--- src/rtl/fft_frame_feeder.sv ---
// fft_frame_feeder
//   Ping-pong frame buffer in front of fft_sc. Absorbs a bursty sample stream
//   (valid/ready) and replays each complete frame as FFT_SIZE back-to-back
//   valid cycles, then forces FRAME_GAP idle cycles so fft_sc restarts its
//   frame counter cleanly.
// Ports
//   clk, rst         clock, synchronous active-high reset
//   s_re/s_im        input sample (16b each)
//   s_valid/s_ready  input handshake; transfer when both high
//   m_re/m_im        burst sample, held while m_valid=0
//   m_valid          burst valid, no backpressure
//   m_last           high with the FFT_SIZE-th sample of each burst
//   frames_full      complete frames currently buffered, 0..2
module fft_frame_feeder #(
    parameter int FFT_SIZE  = 32,
    parameter int FRAME_GAP = 2
) (
    input  logic        clk,
    input  logic        rst,
    input  logic [15:0] s_re,
    input  logic [15:0] s_im,
    input  logic        s_valid,
    output logic        s_ready,
    output logic [15:0] m_re,
    output logic [15:0] m_im,
    output logic        m_valid,
    output logic        m_last,
    output logic [1:0]  frames_full
);
    localparam int AW = $clog2(FFT_SIZE);
    localparam int GW = $clog2(FRAME_GAP + 1);

    typedef enum logic [1:0] {IDLE, BURST, GAP} state_t;

    state_t         state, state_nxt;
    logic [31:0]    mem [0:2*FFT_SIZE-1];
    logic           wr_bank, rd_bank;
    logic [AW-1:0]  wr_idx, rd_idx;
    logic [GW-1:0]  gap_cnt;
    logic [1:0]     ff_nxt;
    logic           wr_fire, wr_done, rd_done;
    logic           rd_en, rd_last;

    assign wr_fire = s_valid && s_ready;
    assign wr_done = wr_fire && (wr_idx == AW'(FFT_SIZE - 1));
    assign rd_done = m_valid && m_last;

    // A frame completing while another retires leaves the count unchanged.
    always_comb begin
        ff_nxt = frames_full;
        if (wr_done && !rd_done)
            ff_nxt = frames_full + 2'd1;
        else if (!wr_done && rd_done)
            ff_nxt = frames_full - 2'd1;
    end

    // ---------------- read FSM: state register ----------------
    always_ff @(posedge clk) begin
        if (rst) state <= IDLE;
        else     state <= state_nxt;
    end

    // ---------------- read FSM: next state ----------------
    always_comb begin
        state_nxt = state;
        case (state)
            IDLE:    if (frames_full != 2'd0)               state_nxt = BURST;
            BURST:   if (rd_idx == AW'(FFT_SIZE - 1))       state_nxt = GAP;
            GAP:     if (gap_cnt == GW'(FRAME_GAP - 1))     state_nxt = IDLE;
            default:                                        state_nxt = IDLE;
        endcase
    end

    // ---------------- read FSM: outputs ----------------
    // IDLE issues the index-0 read on the same cycle it decides to start, so
    // the burst then runs without a bubble.
    always_comb begin
        rd_en   = 1'b0;
        rd_last = 1'b0;
        case (state)
            IDLE:  rd_en = (frames_full != 2'd0);
            BURST: begin
                rd_en   = 1'b1;
                rd_last = (rd_idx == AW'(FFT_SIZE - 1));
            end
            default: ;
        endcase
    end

    // Sample storage; no reset needed, pointers define what is live.
    always_ff @(posedge clk) begin
        if (!rst && wr_fire)
            mem[{wr_bank, wr_idx}] <= {s_re, s_im};
    end

    always_ff @(posedge clk) begin
        if (rst) begin
            wr_bank     <= 1'b0;
            wr_idx      <= '0;
            rd_bank     <= 1'b0;
            rd_idx      <= '0;
            gap_cnt     <= '0;
            frames_full <= 2'd0;
            s_ready     <= 1'b0;
            m_valid     <= 1'b0;
            m_last      <= 1'b0;
            m_re        <= '0;
            m_im        <= '0;
        end else begin
            if (wr_fire) begin
                wr_idx <= wr_idx + 1'b1;     // wraps at FFT_SIZE (power of two)
                if (wr_done) wr_bank <= ~wr_bank;
            end
            frames_full <= ff_nxt;
            // Ready follows the next count so a second completed frame blocks
            // the very next transfer; the writer can never enter the bank
            // still being replayed.
            s_ready     <= (ff_nxt != 2'd2);

            m_valid <= rd_en;
            m_last  <= rd_last;
            if (rd_en) begin
                m_re   <= mem[{rd_bank, rd_idx}][31:16];
                m_im   <= mem[{rd_bank, rd_idx}][15:0];
                rd_idx <= rd_idx + 1'b1;     // returns to 0 after the last read
            end
            if (rd_done) rd_bank <= ~rd_bank;

            gap_cnt <= (state == GAP) ? gap_cnt + 1'b1 : '0;
        end
    end

endmodule
--- config.mk ---
export PLATFORM = sky130hd
export DESIGN_NAME = fft_frame_feeder
export DESIGN_NICKNAME = d
export VERILOG_FILES = /design/src/rtl/fft_frame_feeder.sv
export SDC_FILE = /design/constraint.sdc
export NUM_CORES = 2
export LEC_CHECK = 0
export ABC_CLOCK_PERIOD_IN_PS = 5650
export CORE_AREA = 2 2 451 453
export DETAILED_ROUTE_END_ITERATION = 10
export DIE_AREA = 0 0 453 455
export GPL_TIMING_DRIVEN = 0
export MAX_ROUTING_LAYER = met4
export SLEW_MARGIN = 10
export SYNTH_ARGS = -nofsm -noshare
export SYNTH_HDL_FRONTEND = slang
export SYNTH_SLANG_ARGS = --single-unit
--- constraint.sdc ---
create_clock -name clk -period 5.65 [get_ports clk]
set_clock_uncertainty 0.05 [all_clocks]
set_input_delay 0.565 -clock clk [delete_from_list [all_inputs] [get_ports clk]]
set_output_delay 0.565 -clock clk [all_outputs]
set_load 0.01 [all_outputs]
=== Word level (Yosys, flattened, before mapping) ===
Memories as Yosys holds them, arrays and structs flattened. A register that Yosys moved wholly into a read port is not among the register bits.
Cells that the tools add are included.

* RAM bits: 2048
* Memory bits (read-only): 0
* Logic and storage cells: 53
* Memories: 1
* Bits in latches: 0
* Bits of input ports: 35
* Register bits after elaboration: 21
* Output and inout bits: 37

* Magnitude comparators: 0
* Multiplexer cells: 9
* Shifts and indexed selects: 0
* Reduce and logical (&&, ||, !) cells: 15
* Eq/ne operators: 9
* Bitwise operators: 4
* Divide/modulo/power cells: 0
* $add $sub $neg: 5
* Multipliers: 0

{| class="wikitable"
|+ Memory list
! memory !! words !! bits a word !! read ports !! clocked after Yosys merged registers in !! write ports !! line !! text
|-
| mem || 64 || 32 || 1 || 1 || 1 || 36 || <nowiki>logic [31:0] mem [0:2*FFT_SIZE-1];</nowiki>
|}

{| class="wikitable"
|+ Operator list
! kind !! number
|-
| $add 5x1->5 const B || 2
|-
| $eq 5x5->1 const B || 2
|-
| $mux 2 || 5
|-
| $ne 2x2->1 const B || 4
|-
| $logic_and 1x1->1 || 6
|-
| $pmux 2 s3 || 1
|-
| $add 2x1->2 const B || 2
|-
| $eq 2x1->1 const B || 2
|-
| $not 1->1 || 4
|-
| $reduce_or 2->1 || 2
|-
| $logic_not 1->1 || 3
|-
| $reduce_and 3->1 || 1
|-
| $eq 2x2->1 const B || 1
|-
| $logic_not 2->1 || 1
|-
| $mux 1 || 2
|-
| $pmux 1 s2 || 1
|-
| $reduce_and 2->1 || 1
|-
| $reduce_bool 2->1 || 1
|-
| $sub 2x1->2 const B || 1
|}

=== Logic depth before layout (Yosys ltp) ===
* Depth in word-level cells: 7
* Depth in mapped cells: 11
* Gate-level depth less buffers: 8

=== Worst setup path after synthesis ===
Ideal clock, no wire load.

* Kind: input to register
* From: input rst
* To: memory mem[31][0], enable pin
* Cell stages on the path: 4
* Setup time: 0.421 ns
* Data arrival time: 2.772 ns
* Slack: 2.406 ns
* Required time: 5.179 ns
* Path buffers: 1
* Cell sequence: clkbuf_1 > nor3b_1 > nand3_1 > nor2_1

* Longest elaborated chain between the ends: 4

{| class="wikitable"
|+ Ends and longest elaborated chain
! what !! line !! text
|-
| start, declared || 19 || <nowiki>input logic rst,</nowiki>
|-
| $logic_not 1->1 || 92 || <nowiki>if (!rst && wr_fire)</nowiki>
|-
| $logic_and 1x1->1 || 92 ||
|-
| $mux 1 || 92 ||
|-
| $mux 1 (not written as such) || 93 || <nowiki>mem[{wr_bank, wr_idx}] <= {s_re, s_im};</nowiki>
|-
| end, declared || 36 ||
|}

No other way between the ends.

==> results.txt <==
Pin count of the biggest net entering global routing: 65
Fmax: 0.220 GHz
Synthesized area: 80,100 µm²
Req. time, crit path: 6.23 ns
Hpwl dp: 151,000 µm
Post-route ant nets: 0
Grt ovf: 0
Most common cell on crit path: buf_2
Vias in the first global route: 40.4k
Area Overhead vs Synth: 16.2%
Cells after Synth: 3,815
Slowest CP cell: nor4_1
Top-count cell post-synth: edfxtp_1
Residual DRC: 0
Vias per Instance: 5.84
Placed cells: 6,668
Status: complete, but fails checks
Yosys top cell area share: 76.8%
Crit-path cells: buf_2 > buf_2 > buf_2 > buf_2 > mux4_2 > inv_1 > o22ai_1 > nor4_1 > nand3_1
PortBufs: 71
Hold Slack: 0.101 ns
IO Count: 72
Sw frac: 22.7%
Number of max-cap violations: 2
Async S/R FF share, synth: 0%
Post-CTS Setup Bufs: 0
Worst Setup End Kind: flip-flop
DR WL/cell: 32.3 µm
Max VDD drop: 0.000303 V
Reg power frac: 52.2%
Max clock buf depth: 3
Fin. Hold Viols: 0
Clk slew on worst S/H paths: 0.07 ns
Initial Util: 39.8%
First-pass GRT wire length: 316,000 µm
Final GP Congestion: 0.908
CORE AREA: 201,000 µm²
Yosys reg bits: 2,101
Hold crit path type: primary input to flip-flop
Critical Path Start Type: flip-flop
Synth area leaders: edfxtp_1 77%, mux4_2 11%, mux2i_1 2.0%
Final worst-path cycle share: 80.6%
DP Area: 86,900 µm²
Total CTS buffers: 199
Failing checks: capacitance limit, slew limit
Cell Count, Final, Fillers Out: 7,043
Clock power share: 39.3%
Chip height: 455 µm
Clock latency on the worst-skew pair: 0.85 ns
Nets: 4,239
Initial antenna violation count: 27
Main flop type after synthesis: edfxtp_1
Leak: 28.6 nW
CTS tree: built
CTS Root Cell: clkbuf_16
Setup CP Type: flip-flop to flip-flop
RSZ-0062 raised after global routing: no
CP delay by family, top: buffers and inverters
Layout cells sized above 1: 24.8%
Post-synth EDFFs: 2,048
Endpoints failing setup: 0
Finished Cell Area: 93,100 µm²
Die Area: 206,000 µm²
Sequential-to-total area share from yosys stat: 78.1%
Post-synth top cells: 2,048 x edfxtp_1, 394 x mux4_2, 159 x mux2i_1
Mean Syn Cell Area: 21.0 µm²
Synth warn: 0
Power Total: 33.0 mW
Vias: 41.1k
Netlist cell types: 59
Initial drt markers: 5,340
CTS Sinks: 2,101
Crit path largest cell delay: 1.28 ns
Critical path fanouts, max: 10
GRT Overall Usage: 22.7%
Pins Over Slew Limit: 1
Pwr per Cell Area: 354 nW/µm²
Max H-tree Level: 4
Die extent in x: 453 µm
Net Switching: 7.47 mW
Net count after synthesis: 3,856
Tmin final: 4.55 ns
Comb power frac: 8.5%
Detailed Route WL: 228,000 µm
Cell taking the most area after synthesis: edfxtp_1
Row cnt: 165
Internal power: 25.5 mW
Arr. time, crit path: 5.14 ns
Slew headroom: -0.235%
Router iterations before antenna repair: 5
# fillers: 16.8k
Slew @ Worst Pin: 1.49 ns
WP buf/inv: 5
## placed cells by master, fill, tap and decap left out, drive strengths merged, types with 58 or more instances in the layout
master / synthesis / layout
nand2: 64 / 64
clkbuf: 85 / 342
a22oi: 89 / 89
mux2: 65 / 65
nor2: 98 / 98
mux2i: 159 / 159
mux4: 394 / 394
edfxtp: 2048 / 2048
buf: 127 / 269
o22ai: 83 / 83
inv: 110 / 116
clkinv: 0 / 87
a22o: 58 / 58
## logic make-up (layout without fill, tap and decap cells)
group | count (synthesis) | in the layout | share of synthesized area, %
xor gates and xnor gates | 9 | 9 | 0.0984
adders and majority gates | 6 | 6 | 0.0937
and+or+nand+nor | 344 | 344 | 2.18
muxes | 618 | 618 | 14.0
DFF | 2101 | 2101 | 78.1
buffers and inverters | 322 | 869 | 1.77
AOI/OAI and AO/OA | 415 | 415 | 3.75
other | 0 | 9 | 0
## timing repair
action                                 CTS  global route
hold buffers                             1             0
endpoints found under the hold margin    7             0
gates resized for setup                  0             0
## power groups by stage
stage               registers, mW  clock network, mW  logic [mW]
floorplan                    17.5                  0        1.62
global placement             17.6                  0        2.71
detailed placement           17.6                  0        2.81
CTS                          17.2               13.1        2.82
global route                 17.2               13.7        2.95
finish                       17.2               13.0        2.81
## cell type report
cell class                 instances  area, µm²  area share (%)
sequential                      2101      62600            67.2
buffer                           212       1010            1.08
timing repair buffer             182       2830            3.04
clock inverter                   108        877           0.942
antenna                            9       22.5          0.0242
multi-input combinational       1392      16700            18.0
inverter                         110        413           0.444
tap                             2672       3340            3.59
clock buffer                     257       5310            5.71
## path summary, 6_finish.rpt
check | start | end | slack, ns | cells past startpoint
setup / recovery | rd_idx[2] | m_re[1] | 1.10 | 9
hold / removal | s_re[15] | mem[36][31] | 0.10 | 1
setup reg to reg | rd_idx[2] | m_re[1] | 1.10 | 9
hold reg to reg | gap_cnt[0] | gap_cnt[0] | 0.38 | 1
## flip-flops by register name, summed over array words and instances, names as in the netlist
register / flops
m_im: 16
s_ready: 1
rd_bank: 1
m_last: 1
state: 2
rd_idx: 5
m_re: 16
wr_idx: 5
wr_bank: 1
mem: 2048
frames_full: 2
m_valid: 1
gap_cnt: 2
## stage by stage
| stage | utilization (%) | setup TNS [ns] | setup slack, ns |
|---|---|---|---|
| 3_3_place_gp | 41.8 | -374.13 | -0.481 |
| 6_report | 46.2 | 0 | 1.10 |
| 2_1_floorplan | - | 0 | 2.41 |
| 5_1_grt | 46.2 | 0 | 1.30 |
| 4_1_cts | 46.2 | 0 | 1.31 |
| 3_5_place_dp | 43.1 | 0 | 1.07 |
## routing by layer
layer / GRT usage, % / routed length [µm] / up-vias
met5: - / 0 / -
met4: 8.96 / 9790 / 0
met3: 4.40 / 19800 / 406
met2: 34.9 / 108000 / 1936
met1: 29.8 / 90300 / 22098
li1: - / - / 16694
Power figures use the tool's default switching activity.
